### config.mk
export PLATFORM = sky130hd
export DESIGN_NAME = fetch_unit
export DESIGN_NICKNAME = d
export VERILOG_FILES = /design/src/rtl/mips_pkg.sv /design/src/rtl/branch_target_calc.sv /design/src/rtl/fetch_unit.sv
export SDC_FILE = /design/constraint.sdc
export NUM_CORES = 1
export LEC_CHECK = 0
export BUFFER_PORTS_ARGS = -buffer_cell sky130_fd_sc_hd__buf_2
export CAP_MARGIN = 30
export CORE_ASPECT_RATIO = 1.2
export CORE_MARGIN = 8
export CORE_UTILIZATION = 53
export CTS_CLUSTER_SIZE = 30
export DETAILED_ROUTE_END_ITERATION = 16
export PLACE_DENSITY = 0.85
export SLEW_MARGIN = 20
export SYNTH_ARGS = -nofsm -noshare
export SYNTH_HDL_FRONTEND = slang
export SYNTH_SLANG_ARGS = --single-unit
### constraint.sdc
create_clock -name clk -period 4.2 [get_ports clk]
set_input_delay 0.21 -clock clk [delete_from_list [all_inputs] [get_ports clk]]
set_output_delay 0.21 -clock clk [all_outputs]
set_load 0.1 [all_outputs]
### src/rtl/mips_pkg.sv
// mips_pkg: shared constants and types for the pipelined MIPS core.
//   - Opcode / funct field values used by decode.
//   - Fetch-stage state encoding (2 bits).
//   - Word size in bytes used for PC stepping.
package mips_pkg;

  // Primary opcodes (instr[31:26])
  localparam logic [5:0] OP_R    = 6'h00;
  localparam logic [5:0] OP_ADDI = 6'h08;
  localparam logic [5:0] OP_BEQ  = 6'h04;
  localparam logic [5:0] OP_BNE  = 6'h05;
  localparam logic [5:0] OP_LW   = 6'h23;
  localparam logic [5:0] OP_SW   = 6'h2B;

  // R-type funct codes (instr[5:0])
  localparam logic [5:0] OPR_ADD = 6'h20;
  localparam logic [5:0] OPR_SUB = 6'h22;

  // Bytes per instruction word
  localparam logic [31:0] WORD_BYTES = 32'd4;

  typedef enum logic [1:0] {
    FETCH_IDLE  = 2'd0,
    FETCH_RUN   = 2'd1,
    FETCH_FAULT = 2'd2
  } fetch_state_t;

endpackage

### src/rtl/branch_target_calc.sv
// branch_target_calc: combinational PC-relative branch target.
//   pc4    in  32  PC+4 of the branch instruction
//   imm16  in  16  signed word offset
//   target out 32  pc4 + sign_extend(imm16) << 2, modulo 2^32
// The result is always word-aligned when pc4 is, since the offset is a
// multiple of four.
module branch_target_calc
  import mips_pkg::*;
(
  input  logic [31:0] pc4,
  input  logic [15:0] imm16,
  output logic [31:0] target
);

  logic [31:0] offset_s;

  // Sign-extend the word offset and convert it to a byte offset
  always_comb begin
    offset_s = {{14{imm16[15]}}, imm16, 2'b00};
    target   = pc4 + offset_s;
  end

endmodule

### src/rtl/fetch_unit.sv
// fetch_unit: instruction-fetch stage with IF/ID register.
//   clk, reset          clock, asynchronous active-high reset
//   start               leaves IDLE and begins fetching
//   stall               hold pc and IF/ID
//   branch_taken        PC-relative redirect (branch_pc4, branch_imm)
//   jump_reg            absolute redirect to jump_target
//   imem_addr / imem_data  instruction memory address / combinational data
//   if_instr, if_pc4, if_valid  IF/ID register contents
//   fetch_count         number of valid instructions latched
//   fault               sticky misaligned-fetch fault
module fetch_unit
  import mips_pkg::*;
#(
  parameter logic [31:0] RESET_PC = 32'd0
) (
  input  logic        clk,
  input  logic        reset,
  input  logic        start,
  input  logic        stall,
  input  logic        branch_taken,
  input  logic [31:0] branch_pc4,
  input  logic [15:0] branch_imm,
  input  logic        jump_reg,
  input  logic [31:0] jump_target,
  output logic [31:0] imem_addr,
  input  logic [31:0] imem_data,
  output logic [31:0] if_instr,
  output logic [31:0] if_pc4,
  output logic        if_valid,
  output logic [31:0] fetch_count,
  output logic        fault
);

  fetch_state_t state_r;
  logic [31:0]  pc_r;
  logic [31:0]  if_instr_r;
  logic [31:0]  if_pc4_r;
  logic         if_valid_r;
  logic [31:0]  fetch_count_r;
  logic         fault_r;
  logic [31:0]  branch_target_s;
  logic [31:0]  pc_next_seq_s;

  branch_target_calc u_btc (
    .pc4    (branch_pc4),
    .imm16  (branch_imm),
    .target (branch_target_s)
  );

  // Sequential PC increment, wraps modulo 2^32
  always_comb begin
    pc_next_seq_s = pc_r + WORD_BYTES;
  end

  // Fetch FSM: PC, IF/ID register, counter and fault flag
  always_ff @(posedge clk or posedge reset) begin
    if (reset) begin
      state_r       <= FETCH_IDLE;
      pc_r          <= RESET_PC;
      if_instr_r    <= 32'd0;
      if_pc4_r      <= 32'd0;
      if_valid_r    <= 1'b0;
      fetch_count_r <= 32'd0;
      fault_r       <= 1'b0;
    end else begin
      case (state_r)
        FETCH_IDLE: begin
          if (start) begin
            state_r <= FETCH_RUN;
          end
        end
        FETCH_RUN: begin
          // Redirects beat stall: the resolving instruction is downstream
          if (jump_reg) begin
            pc_r       <= jump_target;
            if_instr_r <= 32'd0;
            if_valid_r <= 1'b0;
            if (jump_target[1:0] != 2'b00) begin
              state_r <= FETCH_FAULT;
              fault_r <= 1'b1;
            end
          end else if (branch_taken) begin
            pc_r       <= branch_target_s;
            if_instr_r <= 32'd0;
            if_valid_r <= 1'b0;
          end else if (!stall) begin
            if_instr_r    <= imem_data;
            if_pc4_r      <= pc_next_seq_s;
            if_valid_r    <= 1'b1;
            pc_r          <= pc_next_seq_s;
            fetch_count_r <= fetch_count_r + 32'd1;
          end
        end
        FETCH_FAULT: begin
          if_valid_r <= 1'b0;
        end
        default: begin
          // Unreachable encoding: park safely in FAULT
          state_r    <= FETCH_FAULT;
          fault_r    <= 1'b1;
          if_valid_r <= 1'b0;
        end
      endcase
    end
  end

  assign imem_addr   = pc_r;
  assign if_instr    = if_instr_r;
  assign if_pc4      = if_pc4_r;
  assign if_valid    = if_valid_r;
  assign fetch_count = fetch_count_r;
  assign fault       = fault_r;

endmodule

==> run_summary.xml, run 1 <==
<?xml version="1.0" encoding="UTF-8"?>
<metrics>
  <group name="final_layout">
    <metric name="stdcell_count" unit="">1397</metric>
    <metric name="area_delta_synth_final" unit="%">23.06</metric>
    <metric name="layout_commonest_cell" unit="">buf_2</metric>
    <metric name="fraction_of_final_layout_cells_with_drive_strength_greater_than_1" unit="%">25.48</metric>
    <metric name="final_nets" unit="">1326</metric>
    <metric name="most-common-layout-cells" unit="">buf_2, nand2_1, dfrtp_1</metric>
    <metric name="num-fill-cells" unit="">1251</metric>
  </group>
  <group name="sta">
    <metric name="grt_setup_unrepaired" unit="">no</metric>
    <metric name="hold_ws" unit="ps">-7.220</metric>
    <metric name="max_slew_headroom_at_the_worst_pin" unit="%">39.61</metric>
    <metric name="worst_slew_pin_slew" unit="ps">897.5</metric>
    <metric name="finalCriticalPeriod" unit="ps">2828</metric>
    <metric name="finalSetupViolations" unit="">0</metric>
    <metric name="slew_viol_final" unit="">0</metric>
    <metric name="max_clock_freq" unit="GHz">0.3536</metric>
    <metric name="clock-skew-final" unit="ps">9.483</metric>
    <metric name="tns" unit="ps">0</metric>
    <metric name="final.period_utilization" unit="%">67.34</metric>
    <metric name="finalHoldViolations" unit="">15</metric>
  </group>
  <group name="clock_network">
    <metric name="ctsHoldBuffers" unit="">0</metric>
    <metric name="clkSinkCount" unit="">132</metric>
    <metric name="clk_root_buffer_cell" unit="">clkbuf_16</metric>
    <metric name="cts_tree" unit="">built</metric>
    <metric name="post_cts_resized" unit="">0</metric>
    <metric name="tritoncts.num_buffers" unit="">17</metric>
    <metric name="cts_setup_buffers" unit="">0</metric>
    <metric name="clock_path_buffers" unit="">2</metric>
    <metric name="clock_insertion_delay_worst_skew" unit="ps">410</metric>
    <metric name="worst_setup_hold_path_clk_slew" unit="ps">60</metric>
    <metric name="htree_num_levels" unit="">4</metric>
  </group>
  <group name="setup_path">
    <metric name="critical_path_arrival" unit="ps">3140</metric>
    <metric name="worstSetupStartpointType" unit="">flip-flop</metric>
    <metric name="data_required_time_of_the_critical_path" unit="ps">4520</metric>
    <metric name="worst_setup_path_end_kind" unit="">flip-flop</metric>
    <metric name="timing_worst_setup_path_type" unit="">flip-flop to flip-flop</metric>
    <metric name="worstPathMaxFanout" unit="">12</metric>
  </group>
  <group name="detailed_routing">
    <metric name="wl" unit="um">25440</metric>
    <metric name="overall_via_count_from_detail_route" unit="">8082</metric>
    <metric name="number_of_drc_markers_after_the_initial_detailed_route_iteration" unit="">724</metric>
    <metric name="route.antenna.remaining_nets" unit="">0</metric>
    <metric name="route.detailed.wl_per_inst" unit="um">18.21</metric>
    <metric name="detailedRoute.firstPassIterationCount" unit="">5</metric>
    <metric name="remaining_drc_errors" unit="">0</metric>
    <metric name="vias_per_cell" unit="">5.785</metric>
  </group>
  <group name="run_status">
    <metric name="run_status" unit="">complete, but fails checks</metric>
    <metric name="violations" unit="">hold timing</metric>
  </group>
  <group name="worst_hold_path">
    <metric name="min_path_type" unit="">input port to async pin</metric>
  </group>
  <group name="die">
    <metric name="start_util" unit="%">54.43</metric>
    <metric name="die_width" unit="um">129.4</metric>
    <metric name="row_count" unit="">49</metric>
    <metric name="core_area" unit="sq mm">0.01502</metric>
    <metric name="design.portCount" unit="">248</metric>
    <metric name="fp.dieH" unit="um">152.1</metric>
    <metric name="overall_die_area" unit="sq mm">0.01967</metric>
  </group>
  <group name="synthesis">
    <metric name="post_synth_inst_count" unit="">967</metric>
    <metric name="yosys_register_bits" unit="">132</metric>
    <metric name="synth.top_cells.by_area" unit="">dfrtp_1, nand2_1, xnor2_1</metric>
    <metric name="count_of_flip_flops_with_a_built_in_enable_after_synthesis" unit="">0</metric>
    <metric name="ys_seq_area_share" unit="%">40.40</metric>
    <metric name="postSynth.asyncResetShare" unit="%">100.0</metric>
    <metric name="synthesis.area_per_instance" unit="sq um">8.454</metric>
    <metric name="synth-warning-count" unit="">0</metric>
    <metric name="yosys.cell_types.count" unit="">69</metric>
    <metric name="yosysTopAreaCell" unit="">dfrtp_1</metric>
    <metric name="post_synth_instance_area" unit="sq mm">0.008175</metric>
    <metric name="synth_top_area_share" unit="%">40.40</metric>
    <metric name="synth.net_count" unit="">1117</metric>
    <metric name="synth_ff_type" unit="">dfrtp_1</metric>
  </group>
  <group name="power_and_ir_drop">
    <metric name="power.internal" unit="uW">3256</metric>
    <metric name="p_leak" unit="uW">0.005041</metric>
    <metric name="pwr_density_cell" unit="mW/mm^2">790.0</metric>
    <metric name="vdd_ir_drop_max" unit="mV">0.3857</metric>
    <metric name="pwr-share-comb" unit="%">56.2</metric>
    <metric name="power.share.sequential" unit="%">25.7</metric>
    <metric name="finalPower" unit="uW">7948</metric>
    <metric name="sw_frac_of_total" unit="%">59.03</metric>
    <metric name="clock_power_share" unit="%">18.1</metric>
    <metric name="net-switching-power" unit="uW">4692</metric>
  </group>
  <group name="run">
    <metric name="maxCapViolCount" unit="">0</metric>
  </group>
  <group name="global_routing">
    <metric name="global_route.overflow_total" unit="">0</metric>
    <metric name="grt_util_all_layers" unit="%">25.61</metric>
    <metric name="grt_antenna_before_repair" unit="">4</metric>
    <metric name="grt_pass1_vias" unit="">7823</metric>
    <metric name="wire_length_of_the_first_global_routing_pass" unit="um">40430</metric>
    <metric name="grt_max_degree" unit="">97</metric>
  </group>
  <group name="placed_design">
    <metric name="numPlacedInstances" unit="">1361</metric>
    <metric name="place.detailed.hpwl" unit="um">18900</metric>
    <metric name="gp_congestion" unit="">0.9676</metric>
    <metric name="placement.io_buffers" unit="">247</metric>
  </group>
</metrics>
==> per-stage QoR <==
step | worst slack, ps | utilization, % | cell area, sq um
floorplan | 464.0 | - | 8175
global route | 1093 | 66.98 | 10060
finish | 1372 | 66.98 | 10060
detailed placement | 1218 | 63.07 | 9473
global placement | 1256 | 63.07 | 9473
CTS | 1377 | 66.91 | 10050
==> cells by family (layout without fill, tap and decap cells) <==
family | Yosys count | after routing | share of synthesized area (%)
AND/OR/NAND/NOR | 395 | 395 | 22.51
AO/OA/AOI/OAI | 238 | 238 | 18.29
flip-flops | 132 | 132 | 40.40
buffers and inverters | 82 | 304 | 4.178
XOR/XNOR | 76 | 76 | 8.142
adder cells (fa/ha/maj) | 32 | 32 | 4.989
multiplexers | 12 | 12 | 1.485
other | 0 | 4 | 0
==> critical path, cell delays in order (launching register included) <==
cell      delay (ps)
dfrtp_1          460
ha_1             280
and3_1           220
nand4_1          430
nor4_1           760
nor2_1           110
nor2_1           130
o22ai_1          100
a211oi_1         250
==> layer usage <==
layer	vias to the layer above	track usage (%)	routed length, um
met5	-	0	0
met4	0	12.73	824
met3	55	5.847	2167
met2	391	41.48	12440
met1	3794	31.12	10010
li1	3842	-	-
==> cells in the mapped netlist (16+ instances only) <==
cell type / n
xor2_1: 25
xnor2_1: 51
dfrtp_1: 132
o21ai_0: 70
nand4_1: 16
a21oi_1: 61
inv_1: 18
ha_1: 31
nand2_1: 179
nand3_1: 65
a21o_1: 21
clkbuf_1: 48
nor3_1: 23
nor2_1: 57
==> power groups by stage <==
stage | Clock, uW | Sequential (uW) | Combinational [uW]
final | 1440 | 2040 | 4470
after global routing | 1520 | 2100 | 4640
after CTS | 1460 | 2030 | 4480
after detailed placement | 0 | 2050 | 4470
after global placement | 0 | 2030 | 4440
after floorplan | 0 | 4820 | 879
==> worst paths after layout <==
check	endpoint	slack (ps)	cells past startpoint	from
worst max-delay path	imem_addr[30]$_DFFE_PP0P_	1370	8	imem_addr[2]$_DFFE_PP0P_
worst min-delay path	fetch_count[26]$_DFFE_PP0P_	-7	2	reset
worst max register to register	imem_addr[30]$_DFFE_PP0P_	1370	8	imem_addr[2]$_DFFE_PP0P_
worst min register to register	if_instr[8]$_DFFE_PP0P_	460	2	if_instr[8]$_DFFE_PP0P_
max in group asynchronous	imem_addr[1]$_DFFE_PP0P_	3220	3	reset
min in group clk	if_instr[8]$_DFFE_PP0P_	20	3	imem_data[8]
==> sequential cells by signal, indices dropped and copies added, names as in the netlist <==
name,count
if_pc4,32
fault,1
if_valid,1
imem_addr,32
fetch_count,32
if_instr,32
state_r,2
==> cell type report <==
| type | count | area (sq um) | area share [%] |
|---|---|---|---|
| clock buffer | 20 | 446.7 | 4.440 |
| multi-input combinational | 753 | 4553 | 45.26 |
| timing repair buffer | 254 | 1289 | 12.81 |
| clock inverter | 12 | 131.4 | 1.306 |
| tap | 204 | 255.2 | 2.537 |
| antenna | 4 | 10.01 | 0.09949 |
| sequential | 132 | 3303 | 32.83 |
| inverter | 18 | 72.57 | 0.7213 |
No activity file was read; power rests on OpenSTA's default activity.
==> inputs of run 2 (changes only) <==
ABC_AREA = 1   (was unset)
PLACE_DENSITY = 0.84   (was 0.85)
clock period = 2.92 ns   (was 4.2 ns; I/O delays follow)
==> run 2 against run 1 <==
Compared with the run above: the run now ends clean; total power down 42%; sequential cell count did not move; clock skew is essentially flat; combinational power down 84%.
==> run_summary.xml, run 2 <==
<?xml version="1.0" encoding="UTF-8"?>
<metrics>
  <group name="run_status">
    <metric name="run_status" unit="">completed</metric>
  </group>
  <group name="die">
    <metric name="fp.dieH" unit="um">156.1</metric>
    <metric name="core_area" unit="sq mm">0.01614</metric>
    <metric name="row_count" unit="">51</metric>
    <metric name="start_util" unit="%">53.73</metric>
    <metric name="design.portCount" unit="">248</metric>
    <metric name="die_width" unit="um">132.8</metric>
    <metric name="overall_die_area" unit="sq mm">0.02073</metric>
  </group>
  <group name="setup_path">
    <metric name="worstPathMaxFanout" unit="">7</metric>
    <metric name="critical-path-max-stage-delay" unit="ps">530</metric>
    <metric name="worstSetupStartpointType" unit="">flip-flop</metric>
    <metric name="data_required_time_of_the_critical_path" unit="ps">3210</metric>
    <metric name="crit_path_frequent_cell" unit="">nand3_1</metric>
    <metric name="timing_worst_setup_path_type" unit="">flip-flop to flip-flop</metric>
    <metric name="crit_path_start" unit="">imem_addr[2]$_DFFE_PP0P_</metric>
    <metric name="count_of_cells_along_the_worst_register_to_register_path" unit="">8</metric>
    <metric name="regToRegSetupSlack" unit="ps">640</metric>
    <metric name="worst_setup_path_end_kind" unit="">flip-flop</metric>
    <metric name="critical-path-slowest-cell" unit="">nor4_2</metric>
    <metric name="crit_family" unit="">simple AND/OR/NAND/NOR gates</metric>
    <metric name="critical_path_arrival" unit="ps">2560</metric>
    <metric name="worstSetupPathDepth" unit="">8</metric>
    <metric name="critical_path.endpoint" unit="">imem_addr[18]$_DFFE_PP0P_</metric>
    <metric name="r2r-start" unit="">imem_addr[2]$_DFFE_PP0P_</metric>
    <metric name="critical_path.cell_chain" unit="">ha_1 -&gt; nand3_1 -&gt; nor4_2 -&gt; nand3_1 -&gt; xor2_1 -&gt; nand2_1 -&gt; nand3_1 -&gt; o21ai_1</metric>
    <metric name="timing.rr.end" unit="">imem_addr[18]$_DFFE_PP0P_</metric>
    <metric name="worst-path-buf-inv" unit="">0</metric>
  </group>
  <group name="detailed_routing">
    <metric name="remaining_drc_errors" unit="">0</metric>
    <metric name="route.antenna.remaining_nets" unit="">0</metric>
    <metric name="vias_per_cell" unit="">5.374</metric>
    <metric name="wl" unit="um">29580</metric>
    <metric name="number_of_drc_markers_after_the_initial_detailed_route_iteration" unit="">668</metric>
    <metric name="detailedRoute.firstPassIterationCount" unit="">7</metric>
    <metric name="route.detailed.wl_per_inst" unit="um">17.28</metric>
    <metric name="overall_via_count_from_detail_route" unit="">9201</metric>
  </group>
  <group name="sta">
    <metric name="finalCriticalPeriod" unit="ps">2275</metric>
    <metric name="clock-skew-final" unit="ps">9.816</metric>
    <metric name="tns" unit="ps">0</metric>
    <metric name="max_clock_freq" unit="GHz">0.4395</metric>
    <metric name="finalHoldViolations" unit="">0</metric>
    <metric name="final.period_utilization" unit="%">77.92</metric>
    <metric name="worst_slew_pin_slew" unit="ps">856.6</metric>
    <metric name="max_slew_headroom_at_the_worst_pin" unit="%">42.37</metric>
    <metric name="grt_setup_unrepaired" unit="">no</metric>
    <metric name="finalSetupViolations" unit="">0</metric>
    <metric name="finalWorstSetupSlack" unit="ps">644.7</metric>
    <metric name="slew_viol_final" unit="">0</metric>
  </group>
  <group name="final_layout">
    <metric name="area_delta_synth_final" unit="%">27.58</metric>
    <metric name="num_antenna_cells" unit="">0</metric>
    <metric name="most-common-layout-cells" unit="">nand2_1, buf_2, nor2_1</metric>
    <metric name="final_nets" unit="">1637</metric>
    <metric name="num-fill-cells" unit="">1373</metric>
    <metric name="layout_commonest_cell" unit="">nand2_1</metric>
    <metric name="multi_input_comb_area" unit="sq mm">0.004698</metric>
    <metric name="fraction_of_final_layout_cells_with_drive_strength_greater_than_1" unit="%">21.93</metric>
    <metric name="final-seq-area" unit="sq mm">0.003303</metric>
  </group>
  <group name="synthesis">
    <metric name="ys_seq_area_share" unit="%">38.08</metric>
    <metric name="post_synth_instance_area" unit="sq mm">0.008675</metric>
    <metric name="synthesis.area_per_instance" unit="sq um">7.187</metric>
    <metric name="leading_cell_type_by_number_of_instances_after_synthesis" unit="">nand2_1</metric>
    <metric name="postSynth.asyncResetShare" unit="%">100.0</metric>
    <metric name="yosys.cell_types.count" unit="">49</metric>
    <metric name="post_synth_inst_count" unit="">1207</metric>
    <metric name="yosysTopAreaCell" unit="">dfrtp_1</metric>
    <metric name="synth_top_area_share" unit="%">38.08</metric>
    <metric name="synth-warning-count" unit="">0</metric>
    <metric name="count_of_flip_flops_with_a_built_in_enable_after_synthesis" unit="">0</metric>
    <metric name="synth_ff_type" unit="">dfrtp_1</metric>
    <metric name="yosys_register_bits" unit="">132</metric>
    <metric name="synth.net_count" unit="">1357</metric>
    <metric name="synth.top_cells.by_area" unit="">dfrtp_1, nand2_1, nor2_1</metric>
    <metric name="synth_top_cells_by_count" unit="">nand2_1, nor2_1, dfrtp_1</metric>
  </group>
  <group name="clock_network">
    <metric name="post_cts_resized" unit="">0</metric>
    <metric name="worst_setup_hold_path_clk_slew" unit="ps">70</metric>
    <metric name="clkSinkCount" unit="">132</metric>
    <metric name="clk_root_buffer_cell" unit="">clkbuf_16</metric>
    <metric name="ctsHoldBuffers" unit="">35</metric>
    <metric name="clock_insertion_delay_worst_skew" unit="ps">410</metric>
    <metric name="cts_setup_buffers" unit="">0</metric>
    <metric name="cts_tree" unit="">built</metric>
    <metric name="htree_num_levels" unit="">4</metric>
    <metric name="clock_path_buffers" unit="">2</metric>
    <metric name="tritoncts.num_buffers" unit="">17</metric>
  </group>
  <group name="worst_hold_path">
    <metric name="min_from" unit="">branch_pc4[0]</metric>
    <metric name="min_path_type" unit="">input port to flip-flop</metric>
  </group>
  <group name="power_and_ir_drop">
    <metric name="pwr_density_cell" unit="mW/mm^2">419.0</metric>
    <metric name="p_leak" unit="uW">0.006275</metric>
    <metric name="vdd_ir_drop_max" unit="mV">0.4207</metric>
  </group>
  <group name="placed_design">
    <metric name="place_worst_setup_slack" unit="ps">666.8</metric>
    <metric name="gp_congestion" unit="">1.018</metric>
    <metric name="place.detailed.hpwl" unit="um">23230</metric>
    <metric name="placement.io_buffers" unit="">247</metric>
  </group>
  <group name="global_routing">
    <metric name="grt_pass1_vias" unit="">9159</metric>
    <metric name="wire_length_of_the_first_global_routing_pass" unit="um">47710</metric>
    <metric name="grt_util_all_layers" unit="%">28.61</metric>
    <metric name="grt_antenna_before_repair" unit="">0</metric>
    <metric name="grt_max_degree" unit="">43</metric>
    <metric name="global_route.overflow_total" unit="">0</metric>
  </group>
  <group name="run">
    <metric name="maxCapViolCount" unit="">0</metric>
  </group>
</metrics>
run 2: cell type report:
cell class                      count  share of cell area, %
Clock buffer                       17                  3.844
Multi-Input combinational cell    904                  42.45
Tap cell                          212                  2.397
Clock inverter                     15                  1.458
Inverter                          138                  4.737
Sequential cell                   132                  29.85
Timing Repair Buffer              294                  15.26
run 2: worst min path at each step:
stage                                 end  slack [ps]  depth (start not counted)
2_1_floorplan      state_r[0]$_DFFE_PP0P_         260                          2
3_3_place_gp   fetch_count[3]$_DFFE_PP0P_         140                          2
3_5_place_dp   fetch_count[3]$_DFFE_PP0P_         150                          2
4_1_cts          imem_addr[0]$_DFFE_PP0P_          20                          3
5_1_grt          imem_addr[1]$_DFFE_PP0P_          40                          3
6_report         imem_addr[0]$_DFFE_PP0P_          30                          3
run 2: power by group:
part           leakage, uW  switching (uW)  internal (uW)
Clock             0.000284             897           1210
Combinational      0.00423             435            260
Sequential         0.00176            2.32           1830
run 2: cells by family after synthesis:
group | Yosys count | synth area share (%)
compound gates | 131 | 9.837
flops | 132 | 38.08
buf+inv | 171 | 7.846
fa+ha+maj | 32 | 4.702
xor+xnor | 57 | 5.755
simple gates | 684 | 33.78
run 2: through the flow:
stage / total power [uW] / hold slack [ps] / util [%] / std cells / cell area, sq um
2_1_floorplan: 2299 / 263.5 / - / 1207 / 8678
5_1_grt: 4835 / 42.05 / 68.55 / 1712 / 11070
4_1_cts: 4658 / 17.11 / 68.55 / 1712 / 11070
3_5_place_dp: 2513 / 151.8 / 62.75 / 1645 / 10130
3_3_place_gp: 2506 / 140.0 / 62.75 / 1645 / 10130
6_report: 4637 / 26.86 / 68.55 / 1712 / 11070
run 2: worst min-delay path: cells and delay by family:
family          cells  cell delay [ps]
compound gates      2              180
buf+inv             1               80
run 2: metal layers:
metal	global-route usage [%]	vias to the layer above	share of wire [%]
li1	-	4453	-
met1	34.98	4218	41
met2	48.28	460	48
met3	6.218	70	7.9
met4	11.05	0	3.3
met5	0	-	0
==> inputs of run 3 (changes only) <==
ABC_AREA = 0   (was 1)
PLACE_DENSITY = 0.85   (was 0.84)
clock period = 2.2 ns   (was 2.92 ns; I/O delays follow)
==> run 3 against run 2 <==
Compared with the run above: final cell count fell by 9.9%; first-iteration DRC count rose by 30%; sequential power rose by 110%; critical path type unchanged; sequential cell count did not move; total power rose to 3.5 times the previous value; register-to-register slack got worse by 600 ps; global-route usage rose by 0.57 points.
==> run_summary.xml, run 3 (synthesis results as in run 1) <==
<?xml version="1.0" encoding="UTF-8"?>
<metrics>
  <group name="setup_path">
    <metric name="data_required_time_of_the_critical_path" unit="ps">2560</metric>
    <metric name="critical_path.cell_chain" unit="">ha_4 -&gt; and3_4 -&gt; nand4_1 -&gt; nor3_2 -&gt; xnor2_2 -&gt; a21oi_2 -&gt; or3b_4 -&gt; nand3_2</metric>
    <metric name="critical-path-max-stage-delay" unit="ps">410</metric>
    <metric name="critical_path_arrival" unit="ps">2510</metric>
    <metric name="worstPathMaxFanout" unit="">4</metric>
    <metric name="worst_setup_path_end_kind" unit="">flip-flop</metric>
    <metric name="worstSetupStartpointType" unit="">flip-flop</metric>
    <metric name="worst-path-buf-inv" unit="">0</metric>
    <metric name="timing_worst_setup_path_type" unit="">flip-flop to flip-flop</metric>
    <metric name="crit_family" unit="">simple AND/OR/NAND/NOR gates</metric>
    <metric name="critical-path-slowest-cell" unit="">or3b_4</metric>
  </group>
  <group name="sta">
    <metric name="slew_viol_final" unit="">0</metric>
    <metric name="finalSetupViolations" unit="">0</metric>
    <metric name="hold_ws" unit="ps">13.27</metric>
    <metric name="worst_slew_pin_slew" unit="ps">618.3</metric>
    <metric name="max_slew_headroom_at_the_worst_pin" unit="%">58.78</metric>
    <metric name="finalCriticalPeriod" unit="ps">2156</metric>
    <metric name="final.period_utilization" unit="%">98.02</metric>
    <metric name="max_clock_freq" unit="GHz">0.4637</metric>
    <metric name="clock-skew-final" unit="ps">6.717</metric>
    <metric name="finalHoldViolations" unit="">0</metric>
    <metric name="grt_setup_unrepaired" unit="">yes</metric>
  </group>
  <group name="global_routing">
    <metric name="grt_util_all_layers" unit="%">29.19</metric>
    <metric name="wire_length_of_the_first_global_routing_pass" unit="um">45920</metric>
    <metric name="grt_pass1_vias" unit="">9006</metric>
    <metric name="grt_antenna_before_repair" unit="">3</metric>
    <metric name="global_route.overflow_total" unit="">0</metric>
    <metric name="grt_max_degree" unit="">112</metric>
  </group>
  <group name="placed_design">
    <metric name="placement.io_buffers" unit="">247</metric>
    <metric name="gp_congestion" unit="">0.9241</metric>
    <metric name="post_dp_cell_area" unit="sq mm">0.01044</metric>
    <metric name="numPlacedInstances" unit="">1458</metric>
    <metric name="place.detailed.hpwl" unit="um">20380</metric>
  </group>
  <group name="power_and_ir_drop">
    <metric name="finalPower" unit="uW">16000</metric>
    <metric name="pwr_density_cell" unit="mW/mm^2">1381</metric>
    <metric name="p_leak" unit="uW">0.005746</metric>
    <metric name="vdd_ir_drop_max" unit="mV">0.6992</metric>
  </group>
  <group name="final_layout">
    <metric name="fraction_of_final_layout_cells_with_drive_strength_greater_than_1" unit="%">37.50</metric>
    <metric name="utilization_after_layout" unit="%">77.16</metric>
    <metric name="multi_input_comb_area" unit="sq mm">0.004778</metric>
    <metric name="most-common-layout-cells" unit="">buf_2, nand2_1, buf_4</metric>
    <metric name="area_delta_synth_final" unit="%">41.77</metric>
    <metric name="final-seq-area" unit="sq mm">0.003363</metric>
    <metric name="stdcell_count" unit="">1543</metric>
    <metric name="final_nets" unit="">1473</metric>
    <metric name="num-fill-cells" unit="">996</metric>
    <metric name="layout.cell_area.non_filler" unit="sq mm">0.01159</metric>
    <metric name="layout_commonest_cell" unit="">buf_2</metric>
  </group>
  <group name="detailed_routing">
    <metric name="route.antenna.remaining_nets" unit="">0</metric>
    <metric name="vias_per_cell" unit="">5.765</metric>
    <metric name="overall_via_count_from_detail_route" unit="">8896</metric>
    <metric name="route.detailed.wl_per_inst" unit="um">19.11</metric>
    <metric name="remaining_drc_errors" unit="">0</metric>
    <metric name="wl" unit="um">29490</metric>
    <metric name="number_of_drc_markers_after_the_initial_detailed_route_iteration" unit="">871</metric>
    <metric name="detailedRoute.firstPassIterationCount" unit="">6</metric>
  </group>
  <group name="clock_network">
    <metric name="tritoncts.num_buffers" unit="">17</metric>
    <metric name="worst_setup_hold_path_clk_slew" unit="ps">60</metric>
    <metric name="clkSinkCount" unit="">132</metric>
    <metric name="clock_path_buffers" unit="">2</metric>
    <metric name="clock_insertion_delay_worst_skew" unit="ps">420</metric>
    <metric name="htree_num_levels" unit="">4</metric>
    <metric name="clk_root_buffer_cell" unit="">clkbuf_16</metric>
    <metric name="cts_tree" unit="">built</metric>
  </group>
  <group name="die">
    <metric name="core_area" unit="sq mm">0.01502</metric>
    <metric name="start_util" unit="%">54.43</metric>
    <metric name="fp.dieH" unit="um">152.1</metric>
    <metric name="overall_die_area" unit="sq mm">0.01967</metric>
    <metric name="row_count" unit="">49</metric>
    <metric name="design.portCount" unit="">248</metric>
    <metric name="die_width" unit="um">129.4</metric>
  </group>
  <group name="run">
    <metric name="maxCapViolCount" unit="">0</metric>
  </group>
  <group name="run_status">
    <metric name="run_status" unit="">completed</metric>
  </group>
  <group name="worst_hold_path">
    <metric name="min_path_type" unit="">input port to flip-flop</metric>
  </group>
</metrics>
[run 3: changes by cell type in the layout (fill, tap and decap cells not counted), sizes merged, moves of 11 or more]
| cell | previous run | this run |
|---|---|---|
| and3 | 0 | 12 |
| a21oi | 33 | 61 |
| mux2i | 0 | 11 |
| nand3 | 86 | 66 |
| nand2 | 395 | 179 |
| buf | 259 | 362 |
| nor2 | 143 | 59 |
| a22o | 32 | 1 |
| xor2 | 39 | 25 |
| inv | 145 | 23 |
| xnor2 | 18 | 51 |
| o21ai | 32 | 70 |
| a21o | 2 | 21 |
[run 3: path summary, 6_finish.rpt]
path | start | end | slack, ps | cells past startpoint
worst max-delay path | imem_addr[3]$_DFFE_PP0P_ | imem_addr[22]$_DFFE_PP0P_ | 40 | 8
worst min-delay path | jump_target[8] | imem_addr[8]$_DFFE_PP0P_ | 10 | 3
worst max register to register | imem_addr[3]$_DFFE_PP0P_ | imem_addr[22]$_DFFE_PP0P_ | 40 | 8
worst min register to register | if_pc4[21]$_DFFE_PP0P_ | if_pc4[21]$_DFFE_PP0P_ | 460 | 2
max in group asynchronous | reset | fetch_count[7]$_DFFE_PP0P_ | 1270 | 4
min in group asynchronous | reset | if_instr[17]$_DFFE_PP0P_ | 340 | 4
[run 3: report_power, final]
part | switching, uW | internal [uW]
clock network | 1170 | 1700
registers | 616 | 3240
logic | 7570 | 1700
total | 9360 | 6640
[run 3: worst min-delay path, stage by stage]
cell and delay (ps):
buf_2 90, o21ai_0 60, o21ai_0 140
[run 3: what timing repair did]
action	in CTS	in global routing
resized for setup	1	16
endpoints found under the setup margin	2	20
gates cloned	0	0
pin swaps	5	11
setup buffers	4	7
endpoints found under the hold margin	170	0
hold buffers	39	0
[run 3: final cells by class]
class                   count  share of cell area [%]
inverters                  18                  0.6153
clock inverters            15                   1.468
multi-input cells         753                   41.23
repair buffers            401                   21.73
clock buffers              17                   3.671
flip-flops and latches    132                   29.02
well taps                 204                   2.202
diodes                      3                 0.06477
[run 3: routing by layer]
metal | track usage [%] | part of all wire, % | up-vias
met5 | 0 | 0 | -
met1 | 33.01 | 36 | 4127
met3 | 6.793 | 9.5 | 127
li1 | - | - | 4134
met2 | 49.18 | 49 | 508
met4 | 16.26 | 5.3 | 0
[run 3: metrics by stage]
stage | setup TNS, ps | worst slack [ps]
after floorplan | -3985 | -455.4
after global placement | -1810 | -261.3
after detailed placement | -2677 | -342.9
final | 0 | 43.65
after CTS | 0 | 11.15
after global routing | -59.75 | -56.11
